$ cat config.mk
export PLATFORM = sky130hd
export DESIGN_NAME = instr_fetch_flat
export DESIGN_NICKNAME = d
export VERILOG_FILES = /design/src/rtl/instr_fetch_if.sv /design/src/rtl/instr_fetch.sv /design/src/flat_wrapper.sv
export SDC_FILE = /design/constraint.sdc
export NUM_CORES = 1
export LEC_CHECK = 0
export CAP_MARGIN = 20
export CORE_UTILIZATION = 51
export DETAILED_ROUTE_END_ITERATION = 7
export GPL_ROUTABILITY_DRIVEN = 0
export PLACE_DENSITY = 0.86
export REMOVE_ABC_BUFFERS = 1
export SLEW_MARGIN = 10
export SYNTH_ARGS = -nofsm -noshare
export SYNTH_HDL_FRONTEND = slang
export SYNTH_SLANG_ARGS = --single-unit
$ cat constraint.sdc
create_clock -name clk -period 5.5 [get_ports clk]
set_clock_uncertainty 0.1 [all_clocks]
set_input_delay 1.1 -clock clk [delete_from_list [all_inputs] [get_ports clk]]
set_output_delay 1.1 -clock clk [all_outputs]
set_load 0.1 [all_outputs]
$ cat src/rtl/instr_fetch_if.sv
// ============================================================================
// Module   : instr_fetch_if
// Brief    : Instruction-memory bus, decode handshake and redirect bundle.
// Revision : 1.0
// ============================================================================
`default_nettype none

interface instr_fetch_if;
    logic        imem_req;
    logic [31:0] imem_addr;
    logic [31:0] imem_rdata;
    logic [31:0] instr;
    logic [31:0] pc_out;
    logic [31:0] pc_plus4;
    logic        instr_valid;
    logic        instr_ready;
    logic        redir_jump;
    logic        redir_branch;
    logic [31:0] redir_pc_plus4;
    logic [25:0] redir_index;
    logic [15:0] redir_imm16;

    modport master (
        output imem_req, imem_addr, instr, pc_out, pc_plus4, instr_valid,
        input  imem_rdata, instr_ready, redir_jump, redir_branch,
               redir_pc_plus4, redir_index, redir_imm16
    );

    modport slave (
        input  imem_req, imem_addr, instr, pc_out, pc_plus4, instr_valid,
        output imem_rdata, instr_ready, redir_jump, redir_branch,
               redir_pc_plus4, redir_index, redir_imm16
    );
endinterface

`default_nettype wire

$ cat src/rtl/instr_fetch.sv
// ============================================================================
// Module   : instr_fetch
// Brief    : PC, 1-cycle-latency imem reads, 2-entry skid FIFO, redirects.
// Revision : 1.0
// ============================================================================
`default_nettype none

module instr_fetch #(
    parameter logic [31:0] RESET_PC = 32'h0000_0000
) (
    input  wire logic    clk,
    input  wire logic    rst_n,
    instr_fetch_if.master bus
);

    logic [31:0] r_pc;
    logic        r_inflight;
    logic [31:0] r_fly_pc;
    logic [1:0]  r_count;
    logic        r_valid;
    logic [31:0] r_instr0;
    logic [31:0] r_pc0;
    logic [31:0] r_pc4_0;
    logic [31:0] r_instr1;
    logic [31:0] r_pc1;

    logic        w_redir;
    logic [31:0] w_jump_tgt;
    logic [31:0] w_br_tgt;
    logic [31:0] w_target;
    logic        w_pop;
    logic        w_push;
    logic [2:0]  w_occ;
    logic        w_req;
    logic [31:0] w_addr;
    logic [1:0]  w_count_nxt;

    assign w_jump_tgt = {bus.redir_pc_plus4[31:28], bus.redir_index, 2'b00};
    assign w_br_tgt   = bus.redir_pc_plus4 +
                        {{14{bus.redir_imm16[15]}}, bus.redir_imm16, 2'b00};
    assign w_redir    = bus.redir_jump | bus.redir_branch;
    assign w_target   = bus.redir_jump ? w_jump_tgt : w_br_tgt;

    assign w_pop  = r_valid & bus.instr_ready;
    // The word returning in a redirect cycle belongs to the abandoned path.
    assign w_push = r_inflight & ~w_redir;
    assign w_occ  = {1'b0, r_count} + {2'b00, r_inflight} - {2'b00, w_pop};

    always_comb begin
        w_req       = 1'b0;
        w_addr      = r_pc;
        w_count_nxt = r_count + {1'b0, w_push} - {1'b0, w_pop};
        if (w_redir) begin
            w_count_nxt = 2'd0;
        end
        if (rst_n) begin
            if (w_redir) begin
                w_req  = 1'b1;
                w_addr = w_target;
            end else begin
                w_req  = (w_occ < 3'd2);
            end
        end
    end

    assign bus.imem_req    = w_req;
    assign bus.imem_addr   = w_addr;
    assign bus.instr       = r_instr0;
    assign bus.pc_out      = r_pc0;
    assign bus.pc_plus4    = r_pc4_0;
    assign bus.instr_valid = r_valid;

    always_ff @(posedge clk) begin
        if (!rst_n) begin
            r_pc       <= RESET_PC;
            r_inflight <= 1'b0;
            r_fly_pc   <= 32'd0;
            r_count    <= 2'd0;
            r_valid    <= 1'b0;
            r_instr0   <= 32'd0;
            r_pc0      <= 32'd0;
            r_pc4_0    <= 32'd4;
            r_instr1   <= 32'd0;
            r_pc1      <= 32'd0;
        end else begin
            r_inflight <= w_req;
            r_fly_pc   <= w_addr;
            if (w_req) begin
                r_pc <= w_addr + 32'd4;
            end
            r_count <= w_count_nxt;
            r_valid <= (w_count_nxt != 2'd0);
            // Entry 0 is the head; an empty FIFO keeps its last head visible.
            if (!w_redir) begin
                case ({w_push, w_pop})
                    2'b10: begin
                        if (r_count == 2'd0) begin
                            r_instr0 <= bus.imem_rdata;
                            r_pc0    <= r_fly_pc;
                            r_pc4_0  <= r_fly_pc + 32'd4;
                        end else begin
                            r_instr1 <= bus.imem_rdata;
                            r_pc1    <= r_fly_pc;
                        end
                    end
                    2'b01: begin
                        if (r_count == 2'd2) begin
                            r_instr0 <= r_instr1;
                            r_pc0    <= r_pc1;
                            r_pc4_0  <= r_pc1 + 32'd4;
                        end
                    end
                    2'b11: begin
                        if (r_count == 2'd2) begin
                            r_instr0 <= r_instr1;
                            r_pc0    <= r_pc1;
                            r_pc4_0  <= r_pc1 + 32'd4;
                            r_instr1 <= bus.imem_rdata;
                            r_pc1    <= r_fly_pc;
                        end else begin
                            r_instr0 <= bus.imem_rdata;
                            r_pc0    <= r_fly_pc;
                            r_pc4_0  <= r_fly_pc + 32'd4;
                        end
                    end
                    default: ;
                endcase
            end
        end
    end

endmodule

`default_nettype wire

$ cat src/flat_wrapper.sv
// flat-port wrapper written by rule: the top's interface ports become plain ports
module instr_fetch_flat 
#(
    parameter logic [31:0] RESET_PC = 32'h0000_0000
)
  (clk, rst_n, bus_imem_req, bus_imem_addr, bus_instr, bus_pc_out, bus_pc_plus4, bus_instr_valid, bus_imem_rdata, bus_instr_ready, bus_redir_jump, bus_redir_branch, bus_redir_pc_plus4, bus_redir_index, bus_redir_imm16);
  instr_fetch_if bus_i ();
  input  wire logic clk;
  input  wire logic rst_n;
  output wire logic [$bits(bus_i.imem_req)-1:0] bus_imem_req;
  output wire logic [$bits(bus_i.imem_addr)-1:0] bus_imem_addr;
  output wire logic [$bits(bus_i.instr)-1:0] bus_instr;
  output wire logic [$bits(bus_i.pc_out)-1:0] bus_pc_out;
  output wire logic [$bits(bus_i.pc_plus4)-1:0] bus_pc_plus4;
  output wire logic [$bits(bus_i.instr_valid)-1:0] bus_instr_valid;
  input wire logic [$bits(bus_i.imem_rdata)-1:0] bus_imem_rdata;
  input wire logic [$bits(bus_i.instr_ready)-1:0] bus_instr_ready;
  input wire logic [$bits(bus_i.redir_jump)-1:0] bus_redir_jump;
  input wire logic [$bits(bus_i.redir_branch)-1:0] bus_redir_branch;
  input wire logic [$bits(bus_i.redir_pc_plus4)-1:0] bus_redir_pc_plus4;
  input wire logic [$bits(bus_i.redir_index)-1:0] bus_redir_index;
  input wire logic [$bits(bus_i.redir_imm16)-1:0] bus_redir_imm16;
  assign bus_imem_req = bus_i.imem_req;
  assign bus_imem_addr = bus_i.imem_addr;
  assign bus_instr = bus_i.instr;
  assign bus_pc_out = bus_i.pc_out;
  assign bus_pc_plus4 = bus_i.pc_plus4;
  assign bus_instr_valid = bus_i.instr_valid;
  assign bus_i.imem_rdata = bus_imem_rdata;
  assign bus_i.instr_ready = bus_instr_ready;
  assign bus_i.redir_jump = bus_redir_jump;
  assign bus_i.redir_branch = bus_redir_branch;
  assign bus_i.redir_pc_plus4 = bus_redir_pc_plus4;
  assign bus_i.redir_index = bus_redir_index;
  assign bus_i.redir_imm16 = bus_redir_imm16;
  instr_fetch #(.RESET_PC(RESET_PC)) u_core (.clk(clk), .rst_n(rst_n), .bus(bus_i));
endmodule
==> metrics <==
run status=completed; vias in the first global route=12,400; nets@finish=~2,000; Hold Crit Start=u_core.r_instr1[18]$_SDFFE_PN0P_; Synth Area in Adders=0.0373; Starting Density=0.523; fillers=1,872; HP Class=flop to flop; main combinational cell family by area after synthesis=simple AND/OR/NAND/NOR gates; routed length per instance=17.3 um; worst skew pair latency=between 0.5 and 0.6 ns; R2R Setup Slk=approximately 2.4 ns; antenna violations before repair=0; Post-synth EDFFs=0; WP data arrival=4.19 ns; cts bufs inserted=24; postcts setup bufs=0; CTS tree=done; sink of the worst hold path=u_core.r_instr1[18]$_SDFFE_PN0P_; max_slew headroom=0.271; Synth cell types=84; max cap viols=0; Die Y=160 um; CTS root buf=clkbuf_16; R2R Path Start=u_core.r_pc[3]$_SDFFE_PN0P_; setup violators final=0; register area=between 4000 and 5000 um2; GRT Total Usage=0.284; CTS H-Tree Depth=1; layout cells sized above 1=0.0946; Clk pin slew, worst setup/hold paths=~0.06 ns; Worst IR Drop VDD=around 230 uV; Multi-input gate area=between 7000 and 8000 um2; power per cell area=between 200 and 300 nW/um2; pin count of the biggest net entering global routing=roughly 100; Area Overhead vs Synth=32.3%; R2R depth=10; drt first pass iters=6; Compound-Gate Fraction of Synth Area=0.218; dominant synthesized flop cell=dfxtp_1; PortBufs=240; Final HPWL DP=around 27,000 um; Cell Area, Synth=roughly 13,000 um2; Min Clock Period, post-route=~5.4 ns; Routed Antenna Nets=0; maximum buffer depth of the clock tree=3; grt ovf=0; die area=25,700 um2; post-synthesis async set-or-reset flop share=0; final wirelength=37,800 um; I/O pin total=between 200 and 250; Tcrit/Tclk final=0.979; Iter 0 DRT Violations=roughly 1,600; CP endpoint kind=output port; Synth Register Bits=226; Synth Area in Simple Gates=0.230; critical path class=input pin to output port; Ant. Diodes=0; post-synthesis mux area share=0.0555; final hold vios=0; Final Max Tran Viols=0; synth warn=0; f_max=~190 MHz; Worst-Margin Slew=roughly 1.1 ns; LEAKAGE=5.98 nW; CP startpoint kind=input pin; final worst slack=about 0.11 ns; depth of the worst hold-timing path=2; cts hold-fix bufs=0; critical path peak fanout=4; via count=about 13,000; CTS Sinks=approximately 230; commonest non-fill, non-tap cell in the layout=nand2_1; Hold Worst Slack=between 0.3 and 0.4 ns; Post-Syn Instances=between 1,500 and 2,000; Final Power=4.80 mW; sequential-to-total area share from yosys stat=0.354; Critical Path RT=roughly 4.3 ns; die width=~160 um; Post-Syn Area per Cell=7.87 um2; Vias/cell=about 6.0; unrepaired setup endpoints after global routing=no; DRC Markers=0; row count=57; XOR/XNOR share of the synthesized area=0.0616; reg2reg end=u_core.r_pc[30]$_SDFFE_PN0P_; commonest non-fill, non-tap cells in the layout=nand2_1, dfxtp_1, clkdlybuf4s50_1; first-pass GRT wire length=61,100 um; pre-CTS setup slack=-0.0485 ns; Core Area=between 20,000 and 25,000 um2
stage by stage:
stage | util | instance area, um2 | setup TNS, ns | cells
finish | 0.692 | 16900 | 0 | 2184
global route | 0.692 | 16900 | 0 | 2184
CTS | 0.690 | 16900 | 0 | 2183
detailed placement | 0.657 | 16100 | -0.0508 | 2142
global placement | 0.657 | 16100 | 0 | 2142
floorplan | - | 12300 | -46.56 | 1511
routing by layer:
metal / routed length, um / global-route usage
met2: 17700 / 0.487
met3: 2630 / 0.0284
met1: 15600 / 0.354
met5: 0 / 0
met4: 1830 / 0.142
cells in the mapped netlist (all sizes together), types with 5 or more instances:
cell type,count,share of area
nand4,21,0.010
a211oi,83,0.049
mux2i,71,0.056
xnor2,56,0.038
ha,35,0.034
and3,26,0.013
a31oi,11,0.0054
a21oi,161,0.063
buf,25,0.0099
and4,6,0.0041
or3,10,0.0053
nand2b,6,0.0029
o21ai,50,0.021
o21a,8,0.0047
dfxtp,226,0.35
o211ai,37,0.022
nand2,276,0.081
nand3,68,0.029
clkbuf,90,0.026
nor3,28,0.011
a22oi,6,0.0035
and2,23,0.011
nor2,140,0.041
xor2,34,0.023
o31ai,8,0.0069
a221oi,5,0.0039
inv,27,0.0079
a21o,14,0.0082
state kept, by name, summed over array words and instances (netlist names), 2 cells and up:
| register | cells |
|---|---|
| u_core.r_pc | 32 |
| u_core.bus.instr | 32 |
| u_core.bus.pc_out | 30 |
| u_core.r_pc1 | 32 |
| u_core.bus.pc_plus4 | 32 |
| u_core.r_instr1 | 32 |
| u_core.r_fly_pc | 32 |
| u_core.r_count | 2 |
worst max-delay path by stage:
stage / from / cells after the start / to / slack (ns)
floorplan: rst_n / 10 / u_core.r_pc[30]$_SDFFE_PN0P_ / -1.74
global placement: bus_redir_imm16[15] / 11 / bus_imem_addr[30] / 0.07
detailed placement: bus_redir_imm16[15] / 12 / bus_imem_addr[31] / -0.05
CTS: bus_redir_imm16[0] / 12 / bus_imem_addr[30] / 0.1
global route: bus_redir_imm16[10] / 13 / bus_imem_addr[22] / 0.001
finish: bus_redir_imm16[0] / 13 / bus_imem_addr[22] / 0.11
repair_timing:
item / in CTS / in global routing
pin swaps: 0 / 1
endpoints found under the setup margin: 2 / 3
resized for setup: 1 / 7
power by group:
| part | internal [mW] | switching, mW | total (mW) |
|---|---|---|---|
| Clock | 1.04 | 0.646 | 1.69 |
| Combinational | 0.469 | 0.882 | 1.35 |
| Sequential | 1.70 | 0.0563 | 1.76 |
critical path: stages:
cell and delay, ns:
clkdlybuf4s50_1 0.40, ha_1 0.25, fa_1 0.45, a211oi_4 0.33
o21ai_2 0.12, a221oi_1 0.32, buf_4 0.21, o41ai_1 0.08
xor2_1 0.22, nand2_1 0.08, a31o_2 0.27, inv_1 0.16
buf_12 0.20
cell type report:
class | count | area share
Multi-Input combinational cell | 1258 | 0.458
Sequential cell | 226 | 0.267
Timing Repair Buffer | 308 | 0.195
Clock buffer | 31 | 0.0395
Tap cell | 324 | 0.0239
Clock inverter | 10 | 0.00909
Inverter | 27 | 0.00628
kinds of logic (layout without fill, tap and decap cells):
kind of cell | after synthesis | count (layout)
buf+inv | 142 | 376
compound gates | 425 | 425
fa+ha+maj | 37 | 37
simple gates | 635 | 635
xor+xnor | 90 | 90
mux | 71 | 71
flops | 226 | 226
(Power assumes the default switching activity.)
